File: src/rtl/div_seq_pkg.sv
// Shared encodings for the sequential divider: FSM states, handshake levels
// and the operand width.
package div_seq_pkg;

    localparam int DATA_W = 32;
    localparam int CNT_W  = 6;

    localparam logic DivStart          = 1'b1;
    localparam logic DivStop           = 1'b0;
    localparam logic DivResultReady    = 1'b1;
    localparam logic DivResultNotReady = 1'b0;

    typedef enum logic [1:0] {
        DivFree   = 2'b00,
        DivByZero = 2'b01,
        DivOn     = 2'b10,
        DivEnd    = 2'b11
    } div_state_e;

    function automatic logic [DATA_W-1:0] twos_neg(input logic [DATA_W-1:0] v);
        return ~v + DATA_W'(1);
    endfunction

endpackage

File: src/rtl/div_seq.sv
// Radix-2 restoring divider, one quotient bit per cycle, signed or unsigned.
// result = {remainder, quotient}; ready is held until the requester drops start.
module div_seq
    import div_seq_pkg::*;
(
    input  logic                clk,
    input  logic                rst,
    input  logic                signed_div_i,
    input  logic [DATA_W-1:0]   opdata1_i,
    input  logic [DATA_W-1:0]   opdata2_i,
    input  logic                start_i,
    input  logic                annul_i,
    output logic [2*DATA_W-1:0] result_o,
    output logic                ready_o
);

    div_state_e            r_state, w_state_nxt;
    logic [CNT_W-1:0]      r_cnt, w_cnt_nxt;
    logic [DATA_W-1:0]     r_rem, w_rem_nxt;
    logic [DATA_W-1:0]     r_quo, w_quo_nxt;
    logic [DATA_W-1:0]     r_dvs, w_dvs_nxt;
    logic                  r_neg_q, w_neg_q_nxt;
    logic                  r_neg_r, w_neg_r_nxt;
    logic [2*DATA_W-1:0]   r_result, w_result_nxt;
    logic                  r_ready, w_ready_nxt;

    logic signed [DATA_W-1:0] w_op1_s, w_op2_s;
    logic                     w_op1_neg, w_op2_neg;
    logic [DATA_W-1:0]        w_abs1, w_abs2;
    logic [DATA_W:0]          w_shift;
    logic [DATA_W-1:0]        w_diff;
    logic                     w_fit;

    assign w_op1_s   = opdata1_i;
    assign w_op2_s   = opdata2_i;
    assign w_op1_neg = signed_div_i && (w_op1_s < 0);
    assign w_op2_neg = signed_div_i && (w_op2_s < 0);
    assign w_abs1    = w_op1_neg ? twos_neg(opdata1_i) : opdata1_i;
    assign w_abs2    = w_op2_neg ? twos_neg(opdata2_i) : opdata2_i;

    // Partial remainder stays below the divisor, so a fitting difference
    // always fits in DATA_W bits and the modular subtract is exact.
    assign w_shift = {r_rem, r_quo[DATA_W-1]};
    assign w_fit   = (w_shift >= {1'b0, r_dvs});
    assign w_diff  = w_shift[DATA_W-1:0] - r_dvs;

    always_ff @(posedge clk) begin
        if (rst) begin
            r_state  <= DivFree;
            r_cnt    <= '0;
            r_rem    <= '0;
            r_quo    <= '0;
            r_dvs    <= '0;
            r_neg_q  <= 1'b0;
            r_neg_r  <= 1'b0;
            r_result <= '0;
            r_ready  <= DivResultNotReady;
        end else begin
            r_state  <= w_state_nxt;
            r_cnt    <= w_cnt_nxt;
            r_rem    <= w_rem_nxt;
            r_quo    <= w_quo_nxt;
            r_dvs    <= w_dvs_nxt;
            r_neg_q  <= w_neg_q_nxt;
            r_neg_r  <= w_neg_r_nxt;
            r_result <= w_result_nxt;
            r_ready  <= w_ready_nxt;
        end
    end

    always_comb begin
        w_state_nxt  = r_state;
        w_cnt_nxt    = r_cnt;
        w_rem_nxt    = r_rem;
        w_quo_nxt    = r_quo;
        w_dvs_nxt    = r_dvs;
        w_neg_q_nxt  = r_neg_q;
        w_neg_r_nxt  = r_neg_r;
        w_result_nxt = r_result;
        w_ready_nxt  = r_ready;
        case (r_state)
            DivFree: begin
                if (start_i == DivStart && !annul_i) begin
                    if (opdata2_i == '0) begin
                        w_state_nxt = DivByZero;
                    end else begin
                        w_state_nxt = DivOn;
                        w_cnt_nxt   = '0;
                        w_rem_nxt   = '0;
                        w_quo_nxt   = w_abs1;
                        w_dvs_nxt   = w_abs2;
                        w_neg_q_nxt = w_op1_neg ^ w_op2_neg;
                        w_neg_r_nxt = w_op1_neg;
                    end
                end
            end
            DivByZero: begin
                w_result_nxt = '0;
                w_state_nxt  = annul_i ? DivFree : DivEnd;
                w_cnt_nxt    = '0;
                w_ready_nxt  = DivResultNotReady;
            end
            DivOn: begin
                if (annul_i) begin
                    w_state_nxt  = DivFree;
                    w_cnt_nxt    = '0;
                    w_result_nxt = '0;
                    w_ready_nxt  = DivResultNotReady;
                end else if (r_cnt != CNT_W'(DATA_W)) begin
                    w_rem_nxt = w_fit ? w_diff : w_shift[DATA_W-1:0];
                    w_quo_nxt = {r_quo[DATA_W-2:0], w_fit};
                    w_cnt_nxt = r_cnt + CNT_W'(1);
                end else begin
                    // Quotient sign follows the operand signs, remainder follows the dividend.
                    w_result_nxt = {r_neg_r ? twos_neg(r_rem) : r_rem,
                                    r_neg_q ? twos_neg(r_quo) : r_quo};
                    w_ready_nxt  = DivResultReady;
                    w_state_nxt  = DivEnd;
                    w_cnt_nxt    = '0;
                end
            end
            DivEnd: begin
                if (start_i == DivStart) begin
                    w_ready_nxt = DivResultReady;
                end else begin
                    w_state_nxt  = DivFree;
                    w_ready_nxt  = DivResultNotReady;
                    w_result_nxt = '0;
                end
            end
            default: w_state_nxt = DivFree;
        endcase
    end

    assign result_o = r_result;
    assign ready_o  = r_ready;

endmodule

File: config.mk
export PLATFORM = sky130hd
export DESIGN_NAME = div_seq
export DESIGN_NICKNAME = d
export VERILOG_FILES = /design/src/rtl/div_seq_pkg.sv /design/src/rtl/div_seq.sv
export SDC_FILE = /design/constraint.sdc
export NUM_CORES = 1
export LEC_CHECK = 0
export BUFFER_PORTS_ARGS = -buffer_cell sky130_fd_sc_hd__buf_2
export CAP_MARGIN = 20
export CORE_AREA = 2 2 140 142
export CTS_CLUSTER_SIZE = 16
export DETAILED_ROUTE_END_ITERATION = 10
export DIE_AREA = 0 0 142 144
export PLACE_DENSITY = 0.87
export SYNTH_ARGS = -nofsm -noshare
export SYNTH_HDL_FRONTEND = slang
export SYNTH_SLANG_ARGS = --single-unit
File: constraint.sdc
create_clock -name clk -period 8 [get_ports clk]
set_clock_uncertainty 0.2 [all_clocks]
set_input_delay 0.4 -clock clk [delete_from_list [all_inputs] [get_ports clk]]
set_output_delay 0.4 -clock clk [all_outputs]
set_load 0.01 [all_outputs]
==> results.json, run 1 <==
{
  "cts_setup_buffers": 0,
  "fin_crit_sh": 0.5473,
  "syn_area_per_cell_sq_um": 7.661,
  "grt_pass1_wl_mm": 48.90,
  "cts-root-buf": "clkbuf_16",
  "layout_commonest_cell": "nand2_1",
  "p_clk_frac": 0.253,
  "peakVddDrop_uv": 268.3,
  "drive_above_1_share": 0.1372,
  "min_period_ns": 4.378,
  "nNetsFinal": 1644,
  "via_count": 10990,
  "rsz0062_at_grt": "false",
  "fmax_mhz": 228.4,
  "netSwitchingFraction": 0.4223,
  "core-area_sq_um": 19080,
  "crit_fanout": 21,
  "powerDensity_nw_per_um2": 271.2,
  "place_congestion": 0.9817,
  "die_w_um": 142,
  "crit_required_ns": 8.07,
  "die_area_sq_um": 20450,
  "tns_ns": 0,
  "placed_area_sq_um": 11880,
  "fin_util": 0.6585,
  "netSwitchingPower_mw": 1.439,
  "start_util": 0.5842,
  "grt_util_met3": 0.04768,
  "seq_power_share": 0.326,
  "final_cell_area_sq_um": 12560,
  "synth_area_sq_um": 11150,
  "n_antenna_cell": 0,
  "status": "finished clean",
  "hold_viol": 0,
  "whs_ns": 0.04193,
  "synth_warnings": 0,
  "synth_fp_nets": 1567,
  "first_iter_violations": 1138,
  "dp_hpwl_mm": 22.81,
  "cp-end-kind": "flop",
  "hold_class": "in -> reg",
  "clockBufferDepth": 2,
  "routed_wl_mm": 31.05,
  "synth_top_flop_cell": "dfxtp_1",
  "grt_max_degree": 95,
  "gr-usage-met1": 0.4499,
  "insertion_delay_ns": 0.44,
  "viasPerCell": 6.162,
  "setup_viol": 0,
  "detail_route.wl_per_cell_um": 17.42,
  "grt-busiest-layer": "met1",
  "slew_headroom": 0.2713,
  "final_cell_mix": "nand2_1, dfxtp_1, buf_2, nor2_1, a21oi_1",
  "clock-sinks": 171,
  "final_max_slew_viol_count": 0,
  "ys_ff_latch": 171,
  "yosysSeqAreaShare": 0.3071,
  "fillers": 1629,
  "synth_edf_count": 0,
  "p_total_mw": 3.407,
  "overflow": 0,
  "htreeDepth": 4,
  "dr.pass1.iters": 5,
  "drc": 0,
  "io_pins": 134,
  "antenna_left": 0,
  "cp-start-kind": "flop",
  "max_cap_viol_count": 0,
  "ctsHoldBuffers": 0,
  "ys_async_sr_fraction": 0,
  "area_growth_pct": 12.71,
  "critPathArrivalTime_ns": 4.45,
  "die_h_um": 144,
  "grt_pass1_vias": 9480,
  "pwr-share-comb": 0.421,
  "grt_use_total": 0.2966,
  "p_int_mw": 1.968,
  "antenna_found_initial": 0,
  "critical_path_class": "reg -> reg",
  "cts_resized": 0,
  "power_leakage_nw": 4.974,
  "cts_tree": "done",
  "cts_buffers": 17,
  "worstMarginPinSlew_ns": 1.090,
  "row_count": 51,
  "grt_use_met2": 0.4350,
  "io_buffers": 133,
  "synth_cell_type_count": 71,
  "clk_pin_slew_ns": 0.07,
  "synthCells": 1455
}
## routing by layer
metal  share of wire  wire (um)  vias up
li1                -          -     5361
met1            0.47      14610     5102
met2            0.43      13290      477
met3           0.086       2663       47
met4           0.016        495        0
met5               0          0        -
## final timing paths
kind | from | to | slack, ns | cells after the start
max | r_rem[2]$_SDFFE_PP0P_ | r_rem[14]$_SDFFE_PP0P_ | 3.62 | 9
min | opdata2_i[0] | r_dvs[0]$_SDFFE_PP0P_ | 0.04 | 3
max reg2reg | r_rem[2]$_SDFFE_PP0P_ | r_rem[14]$_SDFFE_PP0P_ | 3.62 | 9
min reg2reg | result_o[2]$_SDFFE_PP0P_ | result_o[2]$_SDFFE_PP0P_ | 0.25 | 2
## logic make-up (layout without fill, tap and decap cells)
group           count (synthesis)  after routing  synth area share
compound gates                426            426            0.2480
xor+xnor                      146            146            0.1147
fa+ha+maj                      43             43           0.04894
buf+inv                       144            234           0.04871
flops                         171            171            0.3071
mux                            22             22           0.01987
simple gates                  503            503            0.2127
## critical path, stage by stage (launching register included)
cell and delay [ns]:
dfxtp_1 0.51, ha_1 0.35, nand3_1 0.13, o21ba_2 0.17, o21ai_0 0.35, a21oi_1 0.17, o2111ai_1 0.77, nand2_1 0.88
nand2_1 0.51, o221ai_1 0.17
## layout make-up
type | count | area [sq um] | share of cell area
inverters | 56 | 210.2 | 0.01673
clock buffers | 20 | 456.7 | 0.03635
multi-input cells | 1140 | 7204 | 0.5734
flip-flops and latches | 171 | 3423 | 0.2725
clock inverters | 12 | 152.6 | 0.01215
repair buffers | 146 | 818.3 | 0.06513
well taps | 238 | 297.8 | 0.02370
## stage by stage
step | cells | worst slack, ns
floorplan | 1455 | 4.976
global placement | 1748 | 3.843
detailed placement | 1748 | 3.735
CTS | 1780 | 3.722
global route | 1783 | 3.325
finish | 1783 | 3.622
## power groups by stage
| stage | clock network (mW) | logic (mW) | registers [mW] |
|---|---|---|---|
| after global placement | 0 | 1.36 | 1.12 |
| after global routing | 0.901 | 1.58 | 1.12 |
| after floorplan | 0 | 1.07 | 1.07 |
| after detailed placement | 0 | 1.38 | 1.12 |
| after CTS | 0.865 | 1.39 | 1.10 |
| final | 0.861 | 1.44 | 1.11 |
## synth_stat cells, types with 39 or more instances
cell type  instances  area, sq um
a21oi_1          118        590.6
a22oi_1           39        292.8
clkbuf_1          80        300.3
dfxtp_1          171         3423
ha_1              42        525.5
inv_1             56        210.2
nand2_1          191        716.9
nand3_1           44        220.2
nor2_1           129        484.2
o21ai_0           88        440.4
xnor2_1          104        910.9
xor2_1            42        367.9
## flip-flops by register name, summed over array words and instances, names as in the netlist
signal    count
r_dvs        32
r_neg_r       1
r_cnt         6
r_state       2
r_neg_q       1
ready_o       1
r_rem        32
r_quo        32
result_o     64
Power figures use the tool's default switching activity.
==> inputs of run 2 (changes only) <==
CORE_AREA = 2 2 147 149   (was 2 2 140 142)
DIE_AREA = 0 0 149 151   (was 0 0 142 144)
PLACE_DENSITY = 0.83   (was 0.87)
clock period = 3.9 ns   (was 8 ns; I/O delays follow)
==> run 2 against run 1 <==
Against the previous run:
- combinational power grew 110%
- count of clock-buffer cells in the layout shrank 2
- total power grew 110%
- critical path depth grew 1
- core utilization shrank 3.2 points
- highest routed layer is now met5
- die area grew 10%
- worst hold slack lost 0.020 ns
- final area grew 3.8%
==> results.json, run 2 (synthesis gave the netlist of run 1 again) <==
{
  "clock-sinks": 171,
  "crit_slowest_cell": "nor4_1",
  "cts_resized": 0,
  "max_stage_delay_ns": 0.73,
  "rsz0062_at_grt": "false",
  "critical_path_class": "in -> reg",
  "grt_max_degree": 94,
  "largest_reg_flops": 64,
  "first_iter_violations": 1081,
  "critPathArrivalTime_ns": 3.72,
  "drc": 0,
  "holdPathEnd": "r_quo[28]$_SDFFE_PP0P_",
  "dr.pass1.iters": 5,
  "antenna_left": 0,
  "die_h_um": 151,
  "path_cells": "dlygate4sd3_1 -> buf_2 -> nor4_1 -> nand3_1 -> nor4_1 -> nand2_1 -> and3_1 -> nand3_1 -> dlygate4sd3_1 -> a21oi_1",
  "fmax_mhz": 276.2,
  "dp_hpwl_mm": 23.52,
  "antenna_found_initial": 2,
  "die_area_sq_um": 22500,
  "viasPerCell": 5.981,
  "io_pins": 134,
  "cp-end-kind": "flop",
  "cp-start-kind": "input port",
  "status": "finished clean",
  "powerDensity_nw_per_um2": 540.8,
  "crit_required_ns": 4.00,
  "slew_headroom": 0.3093,
  "setup_viol": 0,
  "min_period_ns": 3.620,
  "grt_use_total": 0.2782,
  "grt_pass1_wl_mm": 50.76,
  "cts_tree": "done",
  "r2r-start": "r_rem[2]$_SDFFE_PP0P_",
  "worstMarginPinSlew_ns": 1.036,
  "io_buffers": 133,
  "place_congestion": 0.9990,
  "clk_pin_slew_ns": 0.07,
  "cts-root-buf": "clkbuf_16",
  "n_antenna_cell": 0,
  "routed_wl_mm": 31.58,
  "fin_crit_sh": 0.9282,
  "insertion_delay_ns": 0.43,
  "tns_ns": 0,
  "grt_pass1_vias": 9851,
  "detail_route.wl_per_cell_um": 16.92,
  "fin_util": 0.6264,
  "r2r_end": "r_rem[0]$_SDFFE_PP0P_",
  "final_cell_mix": "nand2_1, dfxtp_1, buf_2, nor2_1, a21oi_1",
  "via_count": 11160,
  "layout_commonest_cell": "nand2_1",
  "power_leakage_nw": 5.171,
  "row_count": 53,
  "htreeDepth": 4,
  "hold_viol": 0,
  "r2r_slack_ns": 0.43,
  "cts_buffers": 17,
  "peakVddDrop_uv": 360.4,
  "nNetsFinal": 1691,
  "area_growth_pct": 17.02,
  "hold_class": "in -> reg",
  "core-area_sq_um": 20820,
  "die_w_um": 149,
  "r2r_cells": 10,
  "hold_depth": 4,
  "worstHoldStart": "opdata1_i[28]",
  "drive_above_1_share": 0.1395,
  "overflow": 0,
  "final_max_slew_viol_count": 0,
  "cts_setup_buffers": 0,
  "clockBufferDepth": 2,
  "max_cap_viol_count": 0,
  "fillers": 1791,
  "start_util": 0.5353,
  "crit_fanout": 9
}
==> run 2: worst max-delay path by stage <==
stage | startpoint | to | slack (ns) | depth (start not counted)
finish | opdata2_i[3] | r_dvs[31]$_SDFFE_PP0P_ | 0.28 | 10
global route | opdata2_i[3] | r_neg_q$_SDFFE_PP0P_ | 0.03 | 10
CTS | opdata2_i[7] | r_dvs[31]$_SDFFE_PP0P_ | 0.35 | 10
detailed placement | r_rem[7]$_SDFFE_PP0P_ | r_rem[20]$_SDFFE_PP0P_ | 0.55 | 11
global placement | r_dvs[24]$_SDFFE_PP0P_ | r_rem[0]$_SDFFE_PP0P_ | 0.61 | 10
floorplan | r_rem[13]$_SDFFE_PP0P_ | r_rem[1]$_SDFFE_PP0P_ | 0.91 | 12
==> run 2: layer usage <==
| layer | GRT usage | vias to the layer above | share of wire |
|---|---|---|---|
| li1 | - | 5451 | - |
| met3 | 0.04789 | 53 | 0.089 |
| met2 | 0.4122 | 478 | 0.43 |
| met1 | 0.4148 | 5176 | 0.46 |
| met4 | 0.07571 | 2 | 0.018 |
| met5 | 0 | - | 0.00035 |
==> run 2: report_power, final <==
group	total (mW)	leakage (nW)	switching, mW	internal [mW]
clock network	1.80	0.299	0.757	1.04
logic	2.99	3.49	1.90	1.09
registers	2.27	1.39	0.292	1.98
==> run 2: critical path, delay by kind of cell <==
kind,cells,cell delay [ns]
buffers and inverters,3,1.25
and+or+nand+nor,6,2.21
AOI/OAI and AO/OA,1,0.07
==> run 2: area by class of cell <==
cell class	instances	area (sq um)	area share
Tap cell	275	344.1	0.02638
Clock inverter	13	185.2	0.01420
Multi-Input combinational cell	1140	7201	0.5520
Timing Repair Buffer	193	1241	0.09516
Inverter	56	210.2	0.01612
Clock buffer	18	439.2	0.03367
Sequential cell	171	3423	0.2624
==> run 2: what timing repair did <==
action / CTS / global route
hold buffers: 36 / 0
endpoints found under the hold margin: 34 / 0
endpoints found under the setup margin: 0 / 0
==> run 2: through the flow <==
| step | setup WS, ns | std cells | cell area [sq um] | power (mW) | hold slack [ns] |
|---|---|---|---|---|---|
| after floorplan | 0.9061 | 1455 | 11150 | 4.390 | 0.1310 |
| after global placement | 0.6117 | 1798 | 12030 | 5.117 | 0.2375 |
| after detailed placement | 0.5535 | 1798 | 12030 | 5.169 | 0.2443 |
| after CTS | 0.3545 | 1865 | 13020 | 6.995 | 0.009403 |
| after global routing | 0.02849 | 1866 | 13040 | 7.475 | 0.03512 |
| final | 0.2800 | 1866 | 13040 | 7.054 | 0.02152 |
